[config.mk]
export PLATFORM = sky130hd
export DESIGN_NAME = cache_ctrl_flat
export DESIGN_NICKNAME = d
export VERILOG_FILES = /design/src/rtl/cache_pkg.sv /design/src/rtl/cache_ctrl_if.sv /design/src/rtl/victim_rr.sv /design/src/rtl/cache_ctrl.sv /design/src/flat_wrapper.sv
export SDC_FILE = /design/constraint.sdc
export NUM_CORES = 1
export LEC_CHECK = 0
export CORE_MARGIN = 2
export CORE_UTILIZATION = 38
export DETAILED_ROUTE_END_ITERATION = 12
export GPL_TIMING_DRIVEN = 0
export PLACE_DENSITY = 0.67
export RECOVER_POWER = 25
export SYNTH_ARGS = -nofsm -noshare
export SYNTH_HDL_FRONTEND = slang
export SYNTH_SLANG_ARGS = --single-unit
[constraint.sdc]
create_clock -name clk -period 10.3 [get_ports clk]
set_input_delay 1.545 -clock clk [delete_from_list [all_inputs] [get_ports clk]]
set_output_delay 1.545 -clock clk [all_outputs]
set_load 0.005 [all_outputs]
[src/rtl/cache_pkg.sv]
// Shared types and address-field layout for the compressed-cache sequencing controller.
package cache_pkg;

    localparam int unsigned ADDR_WIDTH = 32;
    localparam int unsigned WORD_WIDTH = 32;
    localparam int unsigned TAG_FIELD  = 19;
    localparam int unsigned SET_COUNT  = 128;
    localparam int unsigned WAY_COUNT  = 8;
    localparam int unsigned LINE_WORDS = 16;

    localparam int unsigned TAG_LSB  = 13;
    localparam int unsigned SET_LSB  = 6;
    localparam int unsigned WORD_LSB = 2;

    localparam int unsigned SET_BITS   = $clog2(SET_COUNT);
    localparam int unsigned WAY_BITS   = $clog2(WAY_COUNT);
    localparam int unsigned WORD_BITS  = $clog2(LINE_WORDS);
    localparam int unsigned INDEX_BITS = WAY_BITS + SET_BITS;

    typedef enum logic [2:0] {
        StIdle,
        StLookup,
        StResp,
        StMissReq,
        StFill,
        StCommit
    } state_e;

    // way*SET_COUNT + set, with SET_COUNT a power of two
    function automatic logic [INDEX_BITS-1:0] line_index(input logic [WAY_BITS-1:0] way,
                                                         input logic [SET_BITS-1:0] set);
        return {way, set};
    endfunction

endpackage

[src/rtl/cache_ctrl_if.sv]
// Core, cache-array and memory channels of the cache controller.
interface cache_ctrl_if;
    import cache_pkg::*;

    logic                   cpu_req_valid;
    logic                   cpu_req_ready;
    logic [ADDR_WIDTH-1:0]  cpu_req_addr;
    logic                   cpu_rsp_valid;
    logic                   cpu_rsp_ready;
    logic [WORD_WIDTH-1:0]  cpu_rsp_data;

    logic [SET_BITS-1:0]    cache_read_index;
    logic [TAG_FIELD-1:0]   cache_read_tag;
    logic [WORD_BITS-1:0]   cache_read_word_addr;
    logic                   cache_read_hit;
    logic [WORD_WIDTH-1:0]  cache_read_word_data;

    logic [INDEX_BITS-1:0]  cache_write_index;
    logic                   cache_write_word_valid;
    logic [WORD_WIDTH-1:0]  cache_write_word;
    logic                   cache_write_on_demand;

    logic                   mem_req_valid;
    logic                   mem_req_ready;
    logic [ADDR_WIDTH-1:0]  mem_req_addr;
    logic                   mem_rsp_valid;
    logic [WORD_WIDTH-1:0]  mem_rsp_data;

    modport master (
        input  cpu_req_valid, cpu_req_addr, cpu_rsp_ready,
        input  cache_read_hit, cache_read_word_data,
        input  mem_req_ready, mem_rsp_valid, mem_rsp_data,
        output cpu_req_ready, cpu_rsp_valid, cpu_rsp_data,
        output cache_read_index, cache_read_tag, cache_read_word_addr,
        output cache_write_index, cache_write_word_valid, cache_write_word, cache_write_on_demand,
        output mem_req_valid, mem_req_addr
    );

    modport slave (
        output cpu_req_valid, cpu_req_addr, cpu_rsp_ready,
        output cache_read_hit, cache_read_word_data,
        output mem_req_ready, mem_rsp_valid, mem_rsp_data,
        input  cpu_req_ready, cpu_rsp_valid, cpu_rsp_data,
        input  cache_read_index, cache_read_tag, cache_read_word_addr,
        input  cache_write_index, cache_write_word_valid, cache_write_word, cache_write_on_demand,
        input  mem_req_valid, mem_req_addr
    );

endinterface

[src/rtl/victim_rr.sv]
// Per-set round-robin victim way pointers, cleared by synchronous active-low reset.
module victim_rr
    import cache_pkg::*;
(
    input  logic                clk_i,
    input  logic                rst_ni,
    input  logic [SET_BITS-1:0] rd_set_i,
    output logic [WAY_BITS-1:0] rd_way_o,
    input  logic [SET_BITS-1:0] inc_set_i,
    input  logic                inc_en_i
);

    logic [WAY_BITS-1:0] ptr_q [SET_COUNT];

    // WAY_BITS-wide add wraps 7 -> 0
    always_ff @(posedge clk_i) begin
        if (!rst_ni) begin
            for (int i = 0; i < SET_COUNT; i++) begin
                ptr_q[i] <= '0;
            end
        end else if (inc_en_i) begin
            ptr_q[inc_set_i] <= ptr_q[inc_set_i] + 1'b1;
        end
    end

    assign rd_way_o = ptr_q[rd_set_i];

endmodule

[src/rtl/cache_ctrl.sv]
// Read-request sequencer: lookup, hit response, and miss line fill into a round-robin victim way.
module cache_ctrl
    import cache_pkg::*;
(
    input  logic         clk,
    input  logic         rst,
    cache_ctrl_if.master bus
);

    state_e                     state_q, state_d;
    logic [ADDR_WIDTH-1:WORD_LSB] addr_q, addr_d;
    logic [WORD_WIDTH-1:0]      rsp_data_q, rsp_data_d;
    logic [WORD_BITS-1:0]       cnt_q, cnt_d;
    logic [INDEX_BITS-1:0]      windex_q, windex_d;

    logic [SET_BITS-1:0]        set;
    logic [WAY_BITS-1:0]        victim_way;
    logic                       ptr_inc;

    assign set = addr_q[SET_LSB +: SET_BITS];

    victim_rr u_victim_rr (
        .clk_i     (clk),
        .rst_ni    (rst),
        .rd_set_i  (set),
        .rd_way_o  (victim_way),
        .inc_set_i (set),
        .inc_en_i  (ptr_inc)
    );

    always_ff @(posedge clk) begin
        if (!rst) begin
            state_q    <= StIdle;
            addr_q     <= '0;
            rsp_data_q <= '0;
            cnt_q      <= '0;
            windex_q   <= '0;
        end else begin
            state_q    <= state_d;
            addr_q     <= addr_d;
            rsp_data_q <= rsp_data_d;
            cnt_q      <= cnt_d;
            windex_q   <= windex_d;
        end
    end

    always_comb begin
        state_d    = state_q;
        addr_d     = addr_q;
        rsp_data_d = rsp_data_q;
        cnt_d      = cnt_q;
        windex_d   = windex_q;
        ptr_inc    = 1'b0;

        bus.cpu_req_ready          = 1'b0;
        bus.cpu_rsp_valid          = 1'b0;
        bus.cpu_rsp_data           = rsp_data_q;
        bus.cache_read_index       = '0;
        bus.cache_read_tag         = '0;
        bus.cache_read_word_addr   = '0;
        bus.cache_write_index      = windex_q;
        bus.cache_write_word_valid = 1'b0;
        bus.cache_write_word       = '0;
        bus.cache_write_on_demand  = 1'b0;
        bus.mem_req_valid          = 1'b0;
        bus.mem_req_addr           = '0;

        if (state_q != StIdle) begin
            bus.cache_read_index     = set;
            bus.cache_read_tag       = addr_q[TAG_LSB +: TAG_FIELD];
            bus.cache_read_word_addr = addr_q[WORD_LSB +: WORD_BITS];
        end

        unique case (state_q)
            StIdle: begin
                bus.cpu_req_ready = 1'b1;
                if (bus.cpu_req_valid) begin
                    addr_d  = bus.cpu_req_addr[ADDR_WIDTH-1:WORD_LSB];
                    state_d = StLookup;
                end
            end
            StLookup: begin
                if (bus.cache_read_hit) begin
                    rsp_data_d = bus.cache_read_word_data;
                    state_d    = StResp;
                end else begin
                    // victim fixed here; the pointer only advances on commit
                    windex_d = line_index(victim_way, set);
                    state_d  = StMissReq;
                end
            end
            StResp: begin
                bus.cpu_rsp_valid = 1'b1;
                if (bus.cpu_rsp_ready) begin
                    state_d = StIdle;
                end
            end
            StMissReq: begin
                bus.mem_req_valid = 1'b1;
                bus.mem_req_addr  = {addr_q[ADDR_WIDTH-1:SET_LSB], {SET_LSB{1'b0}}};
                if (bus.mem_req_ready) begin
                    state_d = StFill;
                end
            end
            StFill: begin
                if (bus.mem_rsp_valid) begin
                    bus.cache_write_word_valid = 1'b1;
                    bus.cache_write_word       = bus.mem_rsp_data;
                    cnt_d                      = cnt_q + 1'b1;
                    if (cnt_q == WORD_BITS'(LINE_WORDS - 1)) begin
                        state_d = StCommit;
                    end
                end
            end
            StCommit: begin
                bus.cache_write_on_demand = 1'b1;
                ptr_inc                   = 1'b1;
                cnt_d                     = '0;
                state_d                   = StLookup;
            end
            default: state_d = StIdle;
        endcase
    end

endmodule

[src/flat_wrapper.sv]
// flat-port wrapper written by rule: the top's interface ports become plain ports
module cache_ctrl_flat import cache_pkg::*;
  (clk, rst, bus_cpu_req_valid, bus_cpu_req_addr, bus_cpu_rsp_ready, bus_cache_read_hit, bus_cache_read_word_data, bus_mem_req_ready, bus_mem_rsp_valid, bus_mem_rsp_data, bus_cpu_req_ready, bus_cpu_rsp_valid, bus_cpu_rsp_data, bus_cache_read_index, bus_cache_read_tag, bus_cache_read_word_addr, bus_cache_write_index, bus_cache_write_word_valid, bus_cache_write_word, bus_cache_write_on_demand, bus_mem_req_valid, bus_mem_req_addr);
  cache_ctrl_if bus_i ();
  input  logic clk;
  input  logic rst;
  input wire logic [$bits(bus_i.cpu_req_valid)-1:0] bus_cpu_req_valid;
  input wire logic [$bits(bus_i.cpu_req_addr)-1:0] bus_cpu_req_addr;
  input wire logic [$bits(bus_i.cpu_rsp_ready)-1:0] bus_cpu_rsp_ready;
  input wire logic [$bits(bus_i.cache_read_hit)-1:0] bus_cache_read_hit;
  input wire logic [$bits(bus_i.cache_read_word_data)-1:0] bus_cache_read_word_data;
  input wire logic [$bits(bus_i.mem_req_ready)-1:0] bus_mem_req_ready;
  input wire logic [$bits(bus_i.mem_rsp_valid)-1:0] bus_mem_rsp_valid;
  input wire logic [$bits(bus_i.mem_rsp_data)-1:0] bus_mem_rsp_data;
  output wire logic [$bits(bus_i.cpu_req_ready)-1:0] bus_cpu_req_ready;
  output wire logic [$bits(bus_i.cpu_rsp_valid)-1:0] bus_cpu_rsp_valid;
  output wire logic [$bits(bus_i.cpu_rsp_data)-1:0] bus_cpu_rsp_data;
  output wire logic [$bits(bus_i.cache_read_index)-1:0] bus_cache_read_index;
  output wire logic [$bits(bus_i.cache_read_tag)-1:0] bus_cache_read_tag;
  output wire logic [$bits(bus_i.cache_read_word_addr)-1:0] bus_cache_read_word_addr;
  output wire logic [$bits(bus_i.cache_write_index)-1:0] bus_cache_write_index;
  output wire logic [$bits(bus_i.cache_write_word_valid)-1:0] bus_cache_write_word_valid;
  output wire logic [$bits(bus_i.cache_write_word)-1:0] bus_cache_write_word;
  output wire logic [$bits(bus_i.cache_write_on_demand)-1:0] bus_cache_write_on_demand;
  output wire logic [$bits(bus_i.mem_req_valid)-1:0] bus_mem_req_valid;
  output wire logic [$bits(bus_i.mem_req_addr)-1:0] bus_mem_req_addr;
  assign bus_i.cpu_req_valid = bus_cpu_req_valid;
  assign bus_i.cpu_req_addr = bus_cpu_req_addr;
  assign bus_i.cpu_rsp_ready = bus_cpu_rsp_ready;
  assign bus_i.cache_read_hit = bus_cache_read_hit;
  assign bus_i.cache_read_word_data = bus_cache_read_word_data;
  assign bus_i.mem_req_ready = bus_mem_req_ready;
  assign bus_i.mem_rsp_valid = bus_mem_rsp_valid;
  assign bus_i.mem_rsp_data = bus_mem_rsp_data;
  assign bus_cpu_req_ready = bus_i.cpu_req_ready;
  assign bus_cpu_rsp_valid = bus_i.cpu_rsp_valid;
  assign bus_cpu_rsp_data = bus_i.cpu_rsp_data;
  assign bus_cache_read_index = bus_i.cache_read_index;
  assign bus_cache_read_tag = bus_i.cache_read_tag;
  assign bus_cache_read_word_addr = bus_i.cache_read_word_addr;
  assign bus_cache_write_index = bus_i.cache_write_index;
  assign bus_cache_write_word_valid = bus_i.cache_write_word_valid;
  assign bus_cache_write_word = bus_i.cache_write_word;
  assign bus_cache_write_on_demand = bus_i.cache_write_on_demand;
  assign bus_mem_req_valid = bus_i.mem_req_valid;
  assign bus_mem_req_addr = bus_i.mem_req_addr;
  cache_ctrl u_core (.clk(clk), .rst(rst), .bus(bus_i));
endmodule
==> results.sh, run 1 <==
export IMPL_start_util=0.3857
export IMPL_slew_headroom=-0.1599
export IMPL_critPathKind="flip-flop to flip-flop"
export IMPL_routed_wl_um=95290
export IMPL_netlist_instances=1916
export IMPL_io_buffers=234
export IMPL_place_gp_congestion=1.017
export IMPL_die_area_sq_um=62100
export IMPL_wl_met3_um=14980
export IMPL_p_clk_frac=0.385
export IMPL_htree_levels=2
export IMPL_clk_path_buf_depth=3
export IMPL_die_x_um=249.2
export IMPL_fin_setup_tns_ns=0
export IMPL_first_iter_violations=3095
export IMPL_num_rows=89
export IMPL_syn_area_sq_um=22850
export IMPL_nets=2312
export IMPL_p_leak_uw=0.008954
export IMPL_worst_setup_path_start_kind="flip-flop"
export IMPL_ctsRootBufferMaster="clkbuf_16"
export IMPL_grt_use_total=0.3006
export IMPL_async_reset_ff_frac=0
export IMPL_multiInputGateArea_sq_um=8532
export IMPL_p_int_uw=3443
export IMPL_grt_pass1_wl_um=132300
export IMPL_max_freq_mhz=118.5
export IMPL_ys_flop_type="edfxtp_1"
export IMPL_first_global_vias=18320
export IMPL_layout_common_cells="edfxtp_1 (384), nand2_1 (250), nor2_1 (196)"
export IMPL_cp_arrival_ns=8.88
export IMPL_cp_max_fo=10
export IMPL_final_hold_violation_count=0
export IMPL_drc=0
export IMPL_avgRoutedWirePerCell_um=31.52
export IMPL_grt_overflow=0
export IMPL_dpl_hpwl_um=66160
export IMPL_cts_sinks=470
export IMPL_drv_cap=6
export IMPL_tightest_slew_ns=1.740
export IMPL_swShare=0.2904
export IMPL_rsz0062_at_grt="no"
export IMPL_pin_count=244
export IMPL_wl_met2_um=40700
export IMPL_hold_path_startpoint="u_core.addr_q[2]"
export IMPL_status="finished with violations"
export IMPL_power_frac_seq=0.443
export IMPL_min_period_ns=8.436
export IMPL_r2r_setup_slack_ns=1.86
export IMPL_synth_seq_cells=470
export IMPL_regArea_sq_um=13250
export IMPL_cts_resized=0
export IMPL_fin_skew_ns=0.02928
export IMPL_dp_cells=2928
export IMPL_final_cells=3023
export IMPL_yosysSeqAreaShare=0.5801
export IMPL_grt_max_degree=14
export IMPL_post_cts_buffers=0
export IMPL_final_common_cell="edfxtp_1"
export IMPL_die_y_um=249.2
export IMPL_setup_viol=0
export IMPL_setup_worst_path_end_class="flip-flop"
export IMPL_avgSynthCellArea_sq_um=11.92
export IMPL_clkTransAtPathRegs_ns=0.06
export IMPL_viasPerCell=6.205
export IMPL_clock_latency_ns=0.62
export IMPL_peakVddDrop_uv=123.0
export IMPL_vias=18760
export IMPL_cts_made_buffers=50
export IMPL_area_growth_pct=21.55
export IMPL_critical_path_required_ns=10.74
export IMPL_cts_tree="built"
export IMPL_fillerInstances=5430
export IMPL_synth_cell_type_count=63
export IMPL_wl_met1_um=32670
export IMPL_synth_edf_count=384
export IMPL_coreArea_sq_um=59240
export IMPL_drive_above_1_share=0.1312
export IMPL_p_per_area_nw_per_um2=174.7
export IMPL_antenna_found_initial=5
export IMPL_min_period_over_period=0.8191
export IMPL_switchingPower_uw=1409
export IMPL_cts_hold_buf=0
export IMPL_hold_path_class="flip-flop to flip-flop"
export IMPL_ys_warn_count=0
export IMPL_top_layer_used="met5"
export IMPL_comb_power_share=0.172
export IMPL_drv_slew=55
export IMPL_final_antenna_net_count=0
export IMPL_drt_first_pass_iters=8
export IMPL_violations="capacitance limit, slew limit"
==> flip-flops by register name, summed over array words and instances, names as in the netlist, named ones only <==
name and cells:
u_core.bus.cpu_rsp_data 32, u_core.addr_q 30, u_core.u_victim_rr.ptr_q 384, u_core.cnt_q 4, u_core.bus.cache_write_index 10, u_core.state_q 3
==> synth_stat cells (5+ instances only) <==
| cell | count | area (sq um) |
|---|---|---|
| nor4_1 | 5 | 31.28 |
| inv_1 | 5 | 18.77 |
| nand3_1 | 22 | 110.1 |
| nor2_1 | 196 | 735.7 |
| a211oi_2 | 85 | 1064 |
| nand2b_1 | 10 | 62.56 |
| a21boi_0 | 69 | 518.0 |
| nor3_1 | 111 | 555.5 |
| nor2b_1 | 48 | 300.3 |
| o21ai_0 | 100 | 500.5 |
| edfxtp_1 | 384 | 11530 |
| mux4_2 | 79 | 1779 |
| a21oi_1 | 39 | 195.2 |
| nand2_1 | 250 | 938.4 |
| dfxtp_1 | 86 | 1722 |
| a211oi_1 | 19 | 142.6 |
| buf_2 | 25 | 125.1 |
| mux2i_1 | 50 | 500.5 |
| buf_1 | 10 | 37.54 |
| buf_6 | 23 | 259.0 |
| buf_4 | 18 | 135.1 |
| clkbuf_1 | 130 | 488.0 |
| mux2_2 | 5 | 56.30 |
| and2_1 | 63 | 394.1 |
| a22oi_1 | 17 | 127.6 |
| or3_1 | 5 | 31.28 |
==> worst paths after layout <==
| kind | endpoint | cells past startpoint |
|---|---|---|
| worst max register to register | u_core.u_victim_rr.ptr_q[28][1] | 15 |
| worst min-delay path | u_core.addr_q[2] | 2 |
| worst min register to register | u_core.addr_q[2] | 2 |
| worst max-delay path | u_core.u_victim_rr.ptr_q[28][1] | 15 |
==> cell families after synthesis <==
logic type | Yosys count | synth area share
adder cells (fa/ha/maj) | 2 | 0.001095
AND/OR/NAND/NOR | 728 | 0.1436
multiplexers | 135 | 0.1027
AO/OA/AOI/OAI | 365 | 0.1245
buffers and inverters | 213 | 0.04704
XOR/XNOR | 2 | 0.0007668
other | 1 | 0.0001641
flip-flops | 470 | 0.5801
==> cell type report <==
class / count / area share
Sequential cell: 470 / 0.4772
Multi-Input combinational cell: 1238 / 0.3072
Timing Repair Buffer: 234 / 0.08434
Clock buffer: 65 / 0.05010
Buffer: 207 / 0.03510
Tap cell: 773 / 0.03483
Clock inverter: 28 / 0.01018
Inverter: 6 / 0.0008110
Antenna cell: 2 / 0.0001802
==> routing by layer <==
metal | vias up | track usage
met5 | - | 0
met2 | 1657 | 0.4486
met3 | 391 | 0.1183
met4 | 4 | 0.1849
li1 | 7617 | -
met1 | 9088 | 0.3657
==> stage by stage <==
step	worst slack, ns	cell area (sq um)	power [uW]	hold slack (ns)	util
global route	2.039	27770	4947	0.4796	0.4687
CTS	3.934	27850	4833	0.4675	0.4701
global placement	4.002	26180	2998	0.4491	0.4418
finish	1.864	27770	4852	0.4607	0.4688
detailed placement	3.987	26180	3006	0.4596	0.4418
floorplan	6.419	22870	2648	0.4389	-
==> worst max-delay path, cell delays in order (launching register included) <==
cell and delay (ns):
dfxtp_1 0.38, clkbuf_1 1.20, clkbuf_1 0.98, nor2_1 0.45
a22oi_1 0.32, nand2_1 0.12, a221oi_1 0.35, o21ai_0 0.18
a311oi_1 0.79, clkbuf_1 0.79, buf_4 0.38, ha_1 0.17
buf_1 0.41, clkbuf_1 0.96, nand2_1 0.50, nor2_1 0.23
==> power groups by stage <==
stage / registers (uW) / logic, uW / clock network [uW]
floorplan: 2180 / 473 / 0
global placement: 2190 / 813 / 0
detailed placement: 2190 / 817 / 0
CTS: 2150 / 821 / 1860
global route: 2150 / 847 / 1940
finish: 2150 / 836 / 1870
(Power assumes the default switching activity.)
==> run 2: changes to the inputs <==
==> constraint.sdc (replaced) <==
create_clock -name clk -period 8.1 [get_ports clk]
set_input_delay 1.215 -clock clk [delete_from_list [all_inputs] [get_ports clk]]
set_output_delay 1.215 -clock clk [all_outputs]
set_load 0.005 [all_outputs]
==> run 2 against run 1 <==
- the run still ends with capacitance limit, slew limit left
- critical path depth is the same
- critical path type unchanged
- first-iteration DRC count shrank 5.2%
- register-to-register slack lost 0.72 ns
- sequential share of layout area is essentially flat
- die area is the same
- clock power grew 27%
- total power grew 27%
- core utilization is essentially flat
- non-clock buffer count is the same
==> results.sh, run 2 (synthesis results as in run 1) <==
export IMPL_status="finished with violations"
export IMPL_violations="capacitance limit, slew limit"
export IMPL_grt_use_total=0.3006
export IMPL_critPathKind="flip-flop to flip-flop"
export IMPL_coreArea_sq_um=59240
export IMPL_p_leak_uw=0.008967
export IMPL_max_freq_mhz=143.7
export IMPL_drv_cap=3
export IMPL_grt_overflow=0
export IMPL_setup_worst_path_end_class="flip-flop"
export IMPL_whs_path_depth=2
export IMPL_worst_setup_path_start_kind="flip-flop"
export IMPL_avgRoutedWirePerCell_um=31.55
export IMPL_drc=0
export IMPL_cts_made_buffers=50
export IMPL_clock_latency_ns=0.62
export IMPL_drive_above_1_share=0.1326
export IMPL_cts_hold_buf=0
export IMPL_drt_first_pass_iters=8
export IMPL_critical_path_required_ns=8.54
export IMPL_setup_viol=0
export IMPL_cts_sinks=470
export IMPL_r2r_end="u_core.u_victim_rr.ptr_q[28][1]"
export IMPL_ctsRootBufferMaster="clkbuf_16"
export IMPL_fillerInstances=5429
export IMPL_min_period_over_period=0.8594
export IMPL_cts_tree="built"
export IMPL_dp_cells=2928
export IMPL_antenna_found_initial=6
export IMPL_die_y_um=249.2
export IMPL_clkTransAtPathRegs_ns=0.06
export IMPL_peakVddDrop_uv=155.3
export IMPL_final_antenna_net_count=0
export IMPL_cts_resized=0
export IMPL_regMostFlops="u_core.u_victim_rr.ptr_q"
export IMPL_post_cts_buffers=0
export IMPL_final_cells=3026
export IMPL_slew_headroom=-0.07914
export IMPL_fin_skew_ns=0.02580
export IMPL_drv_slew=34
export IMPL_dpl_hpwl_um=66160
export IMPL_place_gp_congestion=1.017
export IMPL_first_iter_violations=2934
export IMPL_regArea_sq_um=13250
export IMPL_largest_register_ffs=384
export IMPL_final_common_cell="edfxtp_1"
export IMPL_layout_common_cells="edfxtp_1 (384), nand2_1 (250), nor2_1 (196)"
export IMPL_clk_path_buf_depth=3
export IMPL_tightest_slew_ns=1.619
export IMPL_start_util=0.3857
export IMPL_routed_wl_um=95470
export IMPL_hold_path_startpoint="u_core.addr_q[2]"
export IMPL_min_period_ns=6.961
export IMPL_area_growth_pct=21.64
export IMPL_pin_count=244
export IMPL_nets=2312
export IMPL_reg2reg_depth=15
export IMPL_r2r_setup_slack_ns=1.14
export IMPL_p_per_area_nw_per_um2=222.1
export IMPL_hold_path_class="flip-flop to flip-flop"
export IMPL_final_hold_violation_count=0
export IMPL_viasPerCell=6.229
export IMPL_htree_levels=2
export IMPL_finalPower_uw=6171
export IMPL_die_x_um=249.2
export IMPL_multiInputGateArea_sq_um=8532
export IMPL_hold_worst_slack_ns=0.4607
export IMPL_whs_endpoint="u_core.addr_q[2]"
export IMPL_rsz0062_at_grt="no"
export IMPL_cp_max_fo=11
export IMPL_die_area_sq_um=62100
export IMPL_fin_setup_tns_ns=0
export IMPL_grt_pass1_wl_um=132300
export IMPL_first_global_vias=18320
export IMPL_grt_max_degree=14
export IMPL_num_rows=89
export IMPL_vias=18850
export IMPL_cp_arrival_ns=7.40
export IMPL_io_buffers=234
[run 2: metrics by stage]
step | util | instance area, sq um | setup slack [ns]
6_report | 0.4691 | 27790 | 1.139
5_1_grt | 0.4689 | 27780 | 1.245
4_1_cts | 0.4701 | 27850 | 1.734
3_5_place_dp | 0.4418 | 26180 | 1.787
3_3_place_gp | 0.4418 | 26180 | 1.802
2_1_floorplan | - | 22870 | 4.329
[run 2: cell type report]
| type | count | share of cell area |
|---|---|---|
| diodes | 5 | 0.0004502 |
| plain buffers | 207 | 0.03552 |
| clock buffers | 65 | 0.05007 |
| clock inverters | 28 | 0.01018 |
| inverters | 6 | 0.0008104 |
| multi-input cells | 1238 | 0.3070 |
| flip-flops and latches | 470 | 0.4769 |
| well taps | 773 | 0.03480 |
| repair buffers | 234 | 0.08428 |
[run 2: how the worst max path moves through the flow]
stage	to	startpoint	slack, ns	cells after the start
after floorplan	u_core.u_victim_rr.ptr_q[104][2]	flip-flop	4.33	15
after global placement	u_core.u_victim_rr.ptr_q[86][1]	flip-flop	1.80	18
after detailed placement	u_core.u_victim_rr.ptr_q[28][1]	flip-flop	1.79	18
after CTS	u_core.u_victim_rr.ptr_q[85][1]	flip-flop	1.73	18
after global routing	u_core.u_victim_rr.ptr_q[17][1]	flip-flop	1.24	15
final	u_core.u_victim_rr.ptr_q[28][1]	flip-flop	1.14	15
[run 2: metal layers]
metal / up-vias / track usage / wire, um
li1: 7615 / - / -
met3: 411 / 0.1183 / 14950
met2: 1690 / 0.4486 / 40640
met1: 9131 / 0.3657 / 32750
met5: - / 0 / 8
met4: 2 / 0.1849 / 7123
[run 2: critical path, stage by stage, from the launching register on]
cell and delay, ns:
dfxtp_1 0.39, buf_4 0.39, clkbuf_1 0.95, nor2_1 0.45, a22oi_1 0.32, nand2_1 0.11, a221oi_1 0.32, o21ai_0 0.17
a311oi_1 0.83, buf_6 0.31, buf_4 0.27, ha_1 0.18, buf_1 0.41, clkbuf_1 0.94, nand2_1 0.52, nor2_1 0.22
[run 2: report_power, final]
| part | leakage (uW) | internal [uW] | switching, uW | total, uW |
|---|---|---|---|---|
| combinational | 0.00348 | 312 | 754 | 1070 |
| clock | 0.000823 | 1370 | 999 | 2370 |
| sequential | 0.00466 | 2700 | 38.6 | 2730 |
==> variant: new RTL, flow settings as in run 2 <==
`rsp_data_q` no longer has a reset.
--- a/src/rtl/cache_ctrl.sv
+++ b/src/rtl/cache_ctrl.sv
@@ -32,16 +32,18 @@
         if (!rst) begin
             state_q    <= StIdle;
             addr_q     <= '0;
-            rsp_data_q <= '0;
             cnt_q      <= '0;
             windex_q   <= '0;
         end else begin
             state_q    <= state_d;
             addr_q     <= addr_d;
-            rsp_data_q <= rsp_data_d;
             cnt_q      <= cnt_d;
             windex_q   <= windex_d;
         end
+    end
+
+    always_ff @(posedge clk) begin
+        rsp_data_q <= rsp_data_d;
     end
 
     always_comb begin
Function: not settled (the Yosys comparison gave no result); the edit may change what the design does.
==> variant against run 2 <==
The flow still finishes with violations (capacitance limit, slew limit); final area down 2.3%; via count decreased by 6.5%; sequential cell count unchanged; synthesized cell count down 4.2%; die area decreased by 3.4%; global-route usage shrank 1.7 points; synthesized area shrank 3.4%; combinational power shrank 6%; setup slack lost 500 ps; routed wire length shrank 10%; power is 0.74% lower.
==> variant: results (changes against run 2) <==
Outcome
  • Run status: finished with violations (unchanged)
  • Failing checks: capacitance limit, slew limit (unchanged)

Worst setup path
  • CP peak stage delay: 980 ps (was 950 ps)
  • Crit path max fanout: 10 (was 11)
  • Worst reg-to-reg setup slack: 640 ps (was 1140 ps)

GRT
  • Antenna violations before repair: 1 (was 6)
  • Overall routing resource usage: 28.4% (was 30.1%)
  • First-pass GRT wire length: 122,000 um (was 132,000 um)
  • Largest net degree at the start of global routing: 33 (was 14)

Detailed routing
  • WL/cell: 29.2 um (was 31.5 um)
  • Drt initial violations: 2,381 (was 2,934)
  • Initial DRT Pass Iterations: 7 (was 8)
  • Via count: 17,600 (was 18,800)

Worst hold path
  • Hold Startpoint: u_core.addr_q[3]$_SDFFE_PN0P_ (was u_core.addr_q[2]$_SDFFE_PN0P_)
  • Hold Path End: u_core.addr_q[3]$_SDFFE_PN0P_ (was u_core.addr_q[2]$_SDFFE_PN0P_)

Power
  • P_int: 4.36 mW (was 4.38 mW)
  • Max IR drop VDD: 0.000140 V (was 0.000155 V)
  • Leak: 9.11 nW (was 8.97 nW)

Placed design
  • IO buf count: 235 (was 234)
  • Area after DPL: 25,500 um2 (was 26,200 um2)
  • GP Congestion: 1.02 (about the same)

Yosys
  • Synth cell count leaders: 416 x edfxtp_1, 280 x nand2_1, 245 x nor2_1, 100 x clkbuf_1, 89 x a21oi_1 (was 384 x edfxtp_1, 250 x nand2_1, 196 x nor2_1, 130 x clkbuf_1, 111 x nor3_1)
  • EDFF count, synth: 416 (was 384)
  • Seq/Total Area, Yosys: 61.5% (was 58.0%)

Final layout
  • Diode count: 0 (was 5)
  • Fin nets: 2,237 (was 2,312)

STA
  • Slew Viols, Final: 41 (was 34)
  • Hold slack: 467 ps (was 461 ps)
  • Clk_skew: 41.8 ps (was 25.8 ps)

Job
  • Max-cap violation count: 2 (was 3)
[variant: routing by layer]
metal,up-vias,GRT usage [%],routed length [um]
met5,-,0,0
met4,0,13.1,4620
met3,271,8.85,11800
met2,1460,44.0,38000
met1,8591,36.5,31300
li1,7305,-,-
[variant: how the worst max path moves through the flow]
stage | startpoint | to | slack, ps | cells past startpoint
floorplan | flip-flop | u_core.u_victim_rr.ptr_q[48][2]$_SDFFCE_PN0P_ | 4400 | 15
global placement | flip-flop | u_core.u_victim_rr.ptr_q[86][1]$_SDFFCE_PN0P_ | 1020 | 16
detailed placement | flip-flop | u_core.u_victim_rr.ptr_q[83][1]$_SDFFCE_PN0P_ | 960 | 16
CTS | flip-flop | u_core.u_victim_rr.ptr_q[83][1]$_SDFFCE_PN0P_ | 960 | 16
global route | flip-flop | u_core.u_victim_rr.ptr_q[97][1]$_SDFFCE_PN0P_ | 780 | 16
finish | flip-flop | u_core.u_victim_rr.ptr_q[80][1]$_SDFFCE_PN0P_ | 640 | 16
[variant: cell families after synthesis]
family	count (synthesis)	synth area share (%)
flip-flops	470	61.5
adder cells (fa/ha/maj)	2	0.113
other	1	0.0170
XOR/XNOR	3	0.119
AND/OR/NAND/NOR	762	15.3
AO/OA/AOI/OAI	296	8.84
multiplexers	130	10.4
buffers and inverters	171	3.73
[variant: metrics by stage]
step	std cells	power (mW)	setup WS, ps	utilization (%)
after detailed placement	2845	3.79	958	44.2
after global placement	2840	3.78	1020	44.1
after CTS	2938	6.09	962	47.1
after floorplan	1840	3.34	4400	-
after global routing	2938	6.24	780	47.1
final	2938	6.13	639	47.1
[variant: layout make-up]
| cell class | count | area, um2 |
|---|---|---|
| Buffer | 169 | 815 |
| Tap cell | 765 | 957 |
| Timing Repair Buffer | 240 | 2410 |
| Sequential cell | 470 | 13600 |
| Clock inverter | 23 | 233 |
| Inverter | 2 | 7.51 |
| Clock buffer | 70 | 1430 |
| Fill cell | 5181 | 30400 |
| Multi-Input combinational cell | 1199 | 7710 |
[variant: worst register-to-register path: cells and delay by family (launching register included)]
family | cells | cell delay (ps)
compound gates | 3 | 1320
fa+ha+maj | 1 | 230
buf+inv | 8 | 4210
flops | 1 | 310
mux | 2 | 470
simple gates | 2 | 760
[variant: power groups by stage]
stage | Clock, mW | Sequential [mW] | Combinational [mW]
2_1_floorplan | 0 | 2.80 | 0.538
6_report | 2.35 | 2.77 | 1.01
3_3_place_gp | 0 | 2.81 | 0.971
3_5_place_dp | 0 | 2.82 | 0.978
5_1_grt | 2.43 | 2.77 | 1.04
4_1_cts | 2.34 | 2.77 | 0.983
